[src/rtl/ac_pkg.sv]
// ac_pkg: command codes, ALU op selects and FSM state type shared by the accumulator stage
package ac_pkg;
  localparam logic [3:0] CMD_ADD  = 4'd0;
  localparam logic [3:0] CMD_AND  = 4'd1;
  localparam logic [3:0] CMD_LDA  = 4'd2;
  localparam logic [3:0] CMD_CMA  = 4'd3;
  localparam logic [3:0] CMD_CIR  = 4'd4;
  localparam logic [3:0] CMD_CIL  = 4'd5;
  localparam logic [3:0] CMD_CLA  = 4'd6;
  localparam logic [3:0] CMD_CLE  = 4'd7;
  localparam logic [3:0] CMD_CME  = 4'd8;
  localparam logic [3:0] CMD_INC  = 4'd9;
  localparam logic [3:0] CMD_SPA  = 4'd10;
  localparam logic [3:0] CMD_SNA  = 4'd11;
  localparam logic [3:0] CMD_SZA  = 4'd12;
  localparam logic [3:0] CMD_SZE  = 4'd13;
  localparam logic [3:0] CMD_NOP  = 4'd14;
  localparam logic [3:0] CMD_RSVD = 4'd15;
  localparam logic [2:0] ALU_ADD  = 3'b000;
  localparam logic [2:0] ALU_AND  = 3'b001;
  localparam logic [2:0] ALU_LDDR = 3'b010;
  localparam logic [2:0] ALU_CMA  = 3'b011;
  localparam logic [2:0] ALU_SHR  = 3'b100;
  localparam logic [2:0] ALU_SHL  = 3'b101;
  localparam logic [2:0] ALU_PASS = 3'b110;
  typedef enum logic {IDLE, EXEC} state_t;
endpackage

[src/rtl/ac_unit_skip_eval.sv]
// ac_skip_eval: skip decision for the register-reference skip commands, from pre-writeback AC/E
module ac_skip_eval
  import ac_pkg::*;
#(
  parameter int W = 16
) (
  input  logic [3:0]   cmd,
  input  logic [W-1:0] ac,
  input  logic         e,
  output logic         skip
);
  // non-skip commands never skip
  always_comb
    skip = cmd == CMD_SPA ? ~ac[W-1] :
           cmd == CMD_SNA ? ac[W-1] :
           cmd == CMD_SZA ? (ac == '0) :
           cmd == CMD_SZE ? ~e : 1'b0;
endmodule

[src/rtl/ac_unit.sv]
// ac_unit: accumulator stage driving the external ALU and holding AC, E and flags
module ac_unit
  import ac_pkg::*;
#(
  parameter int W = 16
) (
  input  logic         clk,
  input  logic         rst_n,
  input  logic         cmd_valid,
  output logic         cmd_ready,
  input  logic [3:0]   cmd,
  input  logic [W-1:0] dr_in,
  output logic [2:0]   alu_op,
  output logic [W-1:0] alu_ac,
  output logic [W-1:0] alu_dr,
  output logic         alu_e_in,
  input  logic [W-1:0] alu_out,
  input  logic         alu_e_out,
  input  logic         alu_co,
  input  logic         alu_ovf,
  input  logic         alu_z,
  input  logic         alu_n,
  output logic [W-1:0] ac,
  output logic         e,
  output logic [3:0]   flags,
  output logic         done,
  output logic         skip,
  output logic         illegal
);
  state_t state;
  logic [3:0] cmd_q;
  logic [W-1:0] dr_q;
  logic skip_c;
  logic wr_ac;
  assign cmd_ready = state == IDLE;
  assign alu_ac = ac;
  assign alu_e_in = e;
  assign wr_ac = cmd_q <= CMD_CLA || cmd_q == CMD_INC;
  ac_skip_eval #(.W(W)) u_skip (.cmd(cmd_q), .ac(ac), .e(e), .skip(skip_c));
  // ALU drive decoded from the latched command; IDLE and non-ALU commands pass AC through
  always_comb begin
    alu_op = ALU_PASS;
    alu_dr = dr_q;
    if (state == EXEC) begin
      case (cmd_q)
        CMD_ADD: alu_op = ALU_ADD;
        CMD_AND: alu_op = ALU_AND;
        CMD_LDA: alu_op = ALU_LDDR;
        CMD_CMA: alu_op = ALU_CMA;
        CMD_CIR: alu_op = ALU_SHR;
        CMD_CIL: alu_op = ALU_SHL;
        CMD_CLA: begin alu_op = ALU_AND; alu_dr = '0; end
        CMD_INC: begin alu_op = ALU_ADD; alu_dr = W'(1); end
        default: alu_op = ALU_PASS;
      endcase
    end
  end
  // two-state handshake FSM: latch in IDLE, write back and pulse done from EXEC
  always_ff @(posedge clk or negedge rst_n) begin
    if (!rst_n) begin
      state   <= IDLE;
      cmd_q   <= '0;
      dr_q    <= '0;
      ac      <= '0;
      e       <= 1'b0;
      flags   <= '0;
      done    <= 1'b0;
      skip    <= 1'b0;
      illegal <= 1'b0;
    end else begin
      done    <= 1'b0;
      skip    <= 1'b0;
      illegal <= 1'b0;
      if (state == IDLE) begin
        if (cmd_valid) begin
          cmd_q <= cmd;
          dr_q  <= dr_in;
          state <= EXEC;
        end
      end else begin
        if (wr_ac) begin
          ac    <= alu_out;
          flags <= {alu_co, alu_ovf, alu_z, alu_n};
        end
        if (cmd_q == CMD_ADD || cmd_q == CMD_CIR || cmd_q == CMD_CIL) e <= alu_e_out;
        else if (cmd_q == CMD_CLE) e <= 1'b0;
        else if (cmd_q == CMD_CME) e <= ~e;
        done    <= 1'b1;
        skip    <= skip_c;
        illegal <= cmd_q == CMD_RSVD;
        state   <= IDLE;
      end
    end
  end
endmodule

[config.mk]
export PLATFORM = sky130hd
export DESIGN_NAME = ac_unit
export DESIGN_NICKNAME = d
export VERILOG_FILES = /design/src/rtl/ac_pkg.sv /design/src/rtl/ac_unit_skip_eval.sv /design/src/rtl/ac_unit.sv
export SDC_FILE = /design/constraint.sdc
export NUM_CORES = 1
export LEC_CHECK = 0
export ABC_AREA = 1
export BUFFER_PORTS_ARGS = -buffer_cell sky130_fd_sc_hd__buf_2
export CAP_MARGIN = 20
export CORE_MARGIN = 1.5
export CORE_UTILIZATION = 42
export DETAILED_ROUTE_END_ITERATION = 12
export HOLD_SLACK_MARGIN = 0.12
export MAX_ROUTING_LAYER = met4
export PLACE_DENSITY = 0.77
export SETUP_SLACK_MARGIN = 0.4
export SYNTH_ARGS = -nofsm -noshare
export SYNTH_HDL_FRONTEND = slang
export SYNTH_HIERARCHICAL = 1
export SYNTH_SLANG_ARGS = --single-unit
[constraint.sdc]
create_clock -name clk -period 1.31 [get_ports clk]
set_input_delay 0.1965 -clock clk [delete_from_list [all_inputs] [get_ports clk]]
set_output_delay 0.1965 -clock clk [all_outputs]
set_load 0.005 [all_outputs]
## Word level (Yosys, flattened, before mapping)

Index checks and enable logic that the tools add are counted.

- Bitwise gates (word level): 3
- Muxes and demuxes: 16
- Equality and inequality tests: 14
- Reduce and logical (&&, ||, !) cells: 11
- Magnitude comparators: 1

Operators by type and width:

| kind | number |
|---|---|
| one-hot mux 16 bit (2 select lines) | 1 |
| equality test 4 bit, second input constant | 7 |
| one-hot mux 3 bit (6 select lines) | 1 |
| equality test 4 x 3 -> 1 bit, second input constant | 4 |
| logical NOT 16 bit | 1 |
| 2-to-1 mux 16 bit | 1 |
| 2-to-1 mux 1 bit | 12 |
| equality test 4 x 2 -> 1 bit, second input constant | 2 |
| AND reduction 2 bit | 3 |
| equality test 4 x 1 -> 1 bit, second input constant | 1 |
| <= comparator 4 x 3 -> 1 bit, second input constant | 1 |
| logical NOT 4 bit | 1 |
| OR reduction 2 bit | 2 |
| logical OR 1 bit | 3 |
| 2-to-1 mux 3 bit | 1 |
| inverter 1 bit | 3 |
| nonzero test 3 bit | 1 |

- Register bits: 45
- Output and inout bits: 61
- Input port bits: 44

## Longest topological paths before layout

Gate-level depths: netlist of the first run.

- Depth after elaboration: 6
- Depth in mapped cells: 9
- Mapped depth without buffers: 9

## Hierarchy

The synthesis of the first run kept the hierarchy.

By module, submodules not included:

| module | cells each | times used | area an instance (um2) | sequential area each (um2) |
|---|---|---|---|---|
| ac_unit | 253 | 1 | 2067.0 | 1126.1 |
| ac_skip_eval | 28 | 1 | 118.9 | 0.0 |

## Worst setup path before layout of the first run

OpenSTA, ideal clock, no wires.

- Path kind: register to output
- Start point: register cmd_q[2]
- End point: output alu_dr[10]
- Stages on the path, launching flop included: 7
- Arrival: 1121 ps
- Path buffers: 1
- Setup slack: -7 ps
- Path through: dfrtp_1 > inv_1 > nor2_2 > nand3_1 > nand2_2 > buf_4 > nor2_1

- Word-level cells in the longest chain between the ends: 3
- Elaborated cells between the ends (all ways): 4
- Those cells by class: 2 x eq/ne; 2 x mux

Ends and longest elaborated chain:

| what | RTL line | text |
|---|---|---|
| start: declaration | ac_unit.sv:31 | `logic [3:0] cmd_q;` |
| start signal: assignment | ac_unit.sv:76 | `cmd_q <= cmd;` |
| equality test 4 bit / equality test 4 x 3 -> 1 bit (equally long branches) | ac_unit.sv:45 | `case (cmd_q)` |
| one-hot mux 16 bit (2 select lines) * | ac_unit.sv:45 |  |
| 2-to-1 mux 16 bit * | ac_unit.sv:44 | `if (state == EXEC) begin` |
| end: declaration | ac_unit.sv:15 | `output logic [W-1:0] alu_dr,` |

Mark *: on every way between the ends. The rest lies on a longest branch, timed or not.

## Worst setup path in the final report of the first run

- Start point: register cmd_q[2]
- End point: output alu_dr[14]

The elaborated chain is that of the path after synthesis.

==> impl_metrics.tcl, run 1 <==
set metrics [dict create \
    grt_pass1_vias 2214 \
    core_um2 5070 \
    placed_area_um2 2770 \
    p_per_area_nw_per_um2 1240 \
    initial_utilization_pct 43.1 \
    setup_viol 40 \
    crit_path_start_kind "flip-flop" \
    peakVddDrop_mv 0.657 \
    drv_cap 0 \
    syn_nets 325 \
    r2r_start "cmd_q[2]" \
    die_x_um 75.1 \
    power_leakage_nw 1.99 \
    rsz0062_at_grt "true" \
    hold_class "in2reg" \
    antenna_cells 0 \
    arrival_ps 1430 \
    clk_path_buf_depth 2 \
    hold_viol 0 \
    grt_max_degree 46 \
    synth_area_per_cell_um2 7.78 \
    critical_path.startpoint "cmd_q[2]" \
    cp-end-kind "primary output" \
    syn_inst 281 \
    ys_ff_latch 45 \
    period_minus_slack_ps 1620 \
    power_w 0.00457 \
    crit_fanout 15 \
    overflow 0 \
    synth.distinct_cells 18 \
    io_pins 105 \
    initialDrtViolationCount 102 \
    first_pass_iters 4 \
    dieArea_um2 5650 \
    cp.required_ps 1110 \
    final_cell_mix "buf_2, nand2_1, dfrtp_1, dlygate4sd3_1, nor2_1" \
    place_ws_ps -42.0 \
    viasPerCell 4.76 \
    synthToLayoutAreaGrowth_pct 68.3 \
    wirelength_um 6740 \
    cts.htree.levels 2 \
    clock-sinks 45 \
    tightest_slew_ps 241 \
    synth_top_area_share_pct 51.5 \
    drtAntennaViolNets 0 \
    timing_worst_setup_path_type "reg2out" \
    finClkSkew_ps 8.17 \
    die_h_um 75.1 \
    place_congestion 0.947 \
    nets 484 \
    whs_ps 122 \
    synth_area_leader_cell "dfrtp_1" \
    portBuffers 104 \
    detailroute.via_count 2434 \
    antenna_found_initial 0 \
    final_common_cell "buf_2" \
    status "finished with violations" \
    ys_seq_area_share_pct 51.5 \
    post-route-cell-area_um2 3680 \
    fillerInstances 371 \
    multiInputGateArea_um2 897 \
    clock_insertion_delay_worst_skew_ps 290 \
    synth.area.top_cells "dfrtp_1, nand2_1, buf_4" \
    hp-start "dr_in[9]" \
    drive_gt1_share_pct 45.8 \
    wl_per_cell_um 13.2 \
    violations "negative setup slack" \
    max_freq_mhz 616 \
    grt_usage_pct 23.5 \
    slew_violations 0 \
    cts-root-buf "clkbuf_8" \
    numCtsBuffers 5 \
    clkTransAtPathRegs_ps 80 \
    place_hpwl_um 3590 \
    grt_pass1_wl_um 9810 \
    synth_warnings 6 \
    postLayoutSetupSlackWorst_ps -314 \
    maxSlewHeadroom_pct 83.9 \
    synth_area_um2 2190 \
    cts_tree "built" \
    drc 0 \
    rows 26 \
    fin_crit_sh_pct 124 \
    regArea_um2 1130 \
]
==> synth_stat cells <==
| cell | count |
|---|---|
| nand4_1 | 1 |
| nand2_1 | 94 |
| o21ai_0 | 11 |
| buf_2 | 3 |
| nor2_2 | 5 |
| nor3_1 | 1 |
| nand3_1 | 24 |
| nand2_2 | 2 |
| nand3b_1 | 1 |
| dfrtp_1 | 45 |
| inv_2 | 5 |
| inv_1 | 22 |
| buf_4 | 21 |
| a21oi_1 | 2 |
| o21ai_1 | 9 |
| nor2_1 | 30 |
| nand4_2 | 1 |
| clkbuf_1 | 4 |
==> path summary, 6_finish.rpt <==
check | end | slack [ps] | cells after the start
max in group asynchronous | state | 670 | 3
worst min register to register | dr_q[0] | 500 | 2
worst max-delay path | alu_dr[14] | -310 | 6
worst max register to register | flags[3] | -160 | 9
min in group asynchronous | flags[2] | 410 | 3
worst min-delay path | dr_q[9] | 120 | 3
==> per-stage QoR <==
step / util [%] / setup TNS (ps) / instances
after floorplan: - / 0 / 281
final: 72.5 / -7360 / 511
after global routing: 72.5 / -9850 / 511
after detailed placement: 54.6 / -627 / 441
after global placement: 54.6 / 0 / 441
after CTS: 69.3 / -6240 / 500
==> state kept, by name, summed over array words and instances (netlist names) <==
register and cells:
alu_e_in 1, cmd_q 4, dr_q 16, state 1, done 1, flags 4, illegal 1, ac 16
skip 1
==> layer usage <==
layer  up-vias  wire length [um]  global-route usage (%)
met5         -                 0                       -
met2       127              3430                    41.3
met3        12               463                    3.75
met1      1125              2740                    27.1
met4         0               112                    8.73
li1       1170                 -                       -
==> power by group <==
group	leakage (nW)	internal [W]	switching (W)
Combinational	1.40	0.000997	0.000835
Clock	0.0385	0.000378	0.000454
Sequential	0.550	0.00166	0.000244
==> repair_timing <==
| action | 4_1_cts | 5_1_grt |
|---|---|---|
| gates cloned | 3 | 1 |
| pin swaps | 4 | 15 |
| setup endpoints to repair | 104 | 104 |
| resized for setup | 39 | 18 |
| hold buffers | 35 | 0 |
| buffers inserted | 13 | 10 |
| endpoints found under the hold margin | 79 | 0 |
==> layout make-up <==
class                      instances  area share, %
tap                               70           2.38
multi-input combinational        181           24.4
clock inverter                     1          0.204
timing repair buffer             180           37.2
inverter                          27           2.96
clock buffer                       7           2.07
sequential                        45           30.8
==> cell families after synthesis <==
group,synth area share (%)
AND/OR/NAND/NOR,30.2
buffers and inverters,13.2
flip-flops,51.5
AO/OA/AOI/OAI,5.04
==> worst max-delay path, cell delays in order (launching register included) <==
cell and delay (ps):
dfrtp_2 460, nor2_4 160, nand4_4 100, nand2_2 100, buf_12 140, nor2_1 50
buf_2 120
No activity file was read; power rests on OpenSTA's default activity.
==> run 2: changes to the inputs <==
Settings changed: REMOVE_ABC_BUFFERS set to 1.
==> run 2 against run 1 <==
The flow still finishes with violations (negative setup slack). Global-route usage is 3.9 points higher. Sequential share of layout area is 3.1 points lower. Via count is 11% higher. Combinational power is 16% higher. Total power is 7.0% higher. Clock power is 4.0% higher. Worst setup slack worse by 78 ps. Clock skew is 2.8 ps lower. Worst hold slack worse by 4.2 ps. Register-to-register slack worse by 160 ps. Utilization is 8.0 points higher. Cell area is 11% higher. Critical endpoint is now alu_dr[3]. Largest cell class unchanged.
==> impl_metrics.tcl, run 2 (synthesized netlist as in run 1, its figures left out) <==
set metrics [dict create \
    grt-busiest-layer "met2" \
    dieArea_um2 5650 \
    rows 26 \
    die_x_um 75.1 \
    cp-end-kind "primary output" \
    cts_tree "built" \
    clock_insertion_delay_worst_skew_ps 290 \
    grt_use_met2_pct 47.9 \
    setup_viol 63 \
    drc 0 \
    p_per_area_nw_per_um2 1200 \
    drive_gt1_share_pct 51.4 \
    tightest_slew_ps 308 \
    timing_worst_setup_path_type "reg2out" \
    overflow 0 \
    viasPerCell 5.12 \
    wl_per_cell_um 16.6 \
    initialDrtViolationCount 213 \
    slew_violations 0 \
    final_common_cell "buf_2" \
    violations "negative setup slack" \
    final_cell_mix "buf_2, nand2_1, dfrtp_1, buf_4, dlygate4sd3_1" \
    crit_fanout 7 \
    crit_path_start_kind "flip-flop" \
    status "finished with violations" \
    portBuffers 104 \
    finalSetupTns_ps -13890 \
    arrival_ps 1510 \
    cp.required_ps 1110 \
    clock-sinks 45 \
    grt_pass1_vias 2290 \
    clkTransAtPathRegs_ps 80 \
    detailroute.via_count 2700 \
    antenna_cells 0 \
    place_congestion 0.906 \
    peakVddDrop_mv 0.751 \
    drtAntennaViolNets 0 \
    place_hpwl_um 3800 \
    dp_cells 447 \
    maxSlewHeadroom_pct 79.5 \
    grt_max_degree 21 \
    initial_utilization_pct 43.1 \
    clk_path_buf_depth 2 \
    drv_cap 0 \
    core_um2 5070 \
    postLayoutSetupSlackWorst_ps -392 \
    fillerInstances 297 \
    finClkSkew_ps 5.40 \
    antenna_found_initial 0 \
    final_core_util_pct 80.5 \
    period_minus_slack_ps 1700 \
    max_freq_mhz 588 \
    fin_crit_sh_pct 130 \
    stdcell_count 527 \
    io_pins 105 \
    reg_top3 "ac x16, dr_q x16" \
    grt_usage_pct 27.5 \
    place_ws_ps -92.6 \
    first_pass_iters 5 \
    wirelength_um 8740 \
    cts.htree.levels 2 \
    hold_viol 0 \
    met3_usage_pct 4.42 \
    cts-root-buf "clkbuf_8" \
    grtUsageMet1_pct 31.9 \
    die_h_um 75.1 \
    power_leakage_nw 2.23 \
    nets 501 \
    numCtsBuffers 5 \
    synthToLayoutAreaGrowth_pct 86.9 \
    rsz0062_at_grt "true" \
    grt_pass1_wl_um 11000 \
    hold_class "in2reg" \
]
[run 2: cell types whose count changed in the layout (fill, tap and decap cells not counted), moves of 3 or more]
cell           previous run  this run
buf_4                    23        34
dlygate4sd3_1            35        32
nand2_2                  23         9
nand2_4                   2        15
o21ai_1                  19         6
o21ai_2                   0        13
[run 2: worst paths after layout]
kind                       startpoint         to  slack (ps)  cells after the start
setup / recovery             cmd_q[2]  alu_dr[3]        -390                      5
hold / removal                 cmd[3]   cmd_q[3]         120                      3
setup reg to reg             cmd_q[0]       skip        -320                     11
hold reg to reg               dr_q[0]    dr_q[0]         530                      2
max in group asynchronous       rst_n   cmd_q[2]         540                      3
min in group asynchronous       rst_n    dr_q[3]         350                      2
[run 2: power by group]
| part | internal, W | leakage (nW) | switching, W |
|---|---|---|---|
| Sequential | 0.00166 | 0.552 | 0.000239 |
| Combinational | 0.00112 | 1.63 | 0.00101 |
| Clock | 0.000419 | 0.0443 | 0.000445 |
| Total | 0.00320 | 2.23 | 0.00170 |
[run 2: critical path: stages, from the launching register on]
cell     delay (ps)
dfrtp_2         470
nor2_4          180
nand4_4         190
nand2_4         190
nor2_1           60
buf_2           120
[run 2: layer usage]
layer / vias up / part of all wire (%)
li1: 1202 / -
met1: 1301 / 39
met2: 169 / 53
met3: 28 / 5.6
met4: 0 / 2.6
met5: - / 0
[run 2: area by class of cell]
type                       instances  area (um^2)  area share, %
inverter                          27          116           2.85
clock buffer                       7         86.3           2.11
timing repair buffer             196         1590           39.0
tap                               70         87.6           2.14
sequential                        45         1130           27.7
multi-input combinational        182         1070           26.3
[run 2: timing repair]
item                                    in CTS  in global routing
endpoints found under the setup margin     105                134
hold buffers                                30                  2
pin swaps                                    9                 10
endpoints found under the hold margin       45                  2
buffers inserted                            18                 14
gates cloned                                 6                  3
resized for setup                           65                 49
[run 2: metrics by stage]
stage          power, W  instance area, um^2  hold WS [ps]
3_5_place_dp    0.00321                 2790           177
3_3_place_gp    0.00316                 2790           166
4_1_cts         0.00450                 3680           121
5_1_grt         0.00517                 4090           123
6_report        0.00489                 4090           117
2_1_floorplan   0.00245                 2000         -99.1
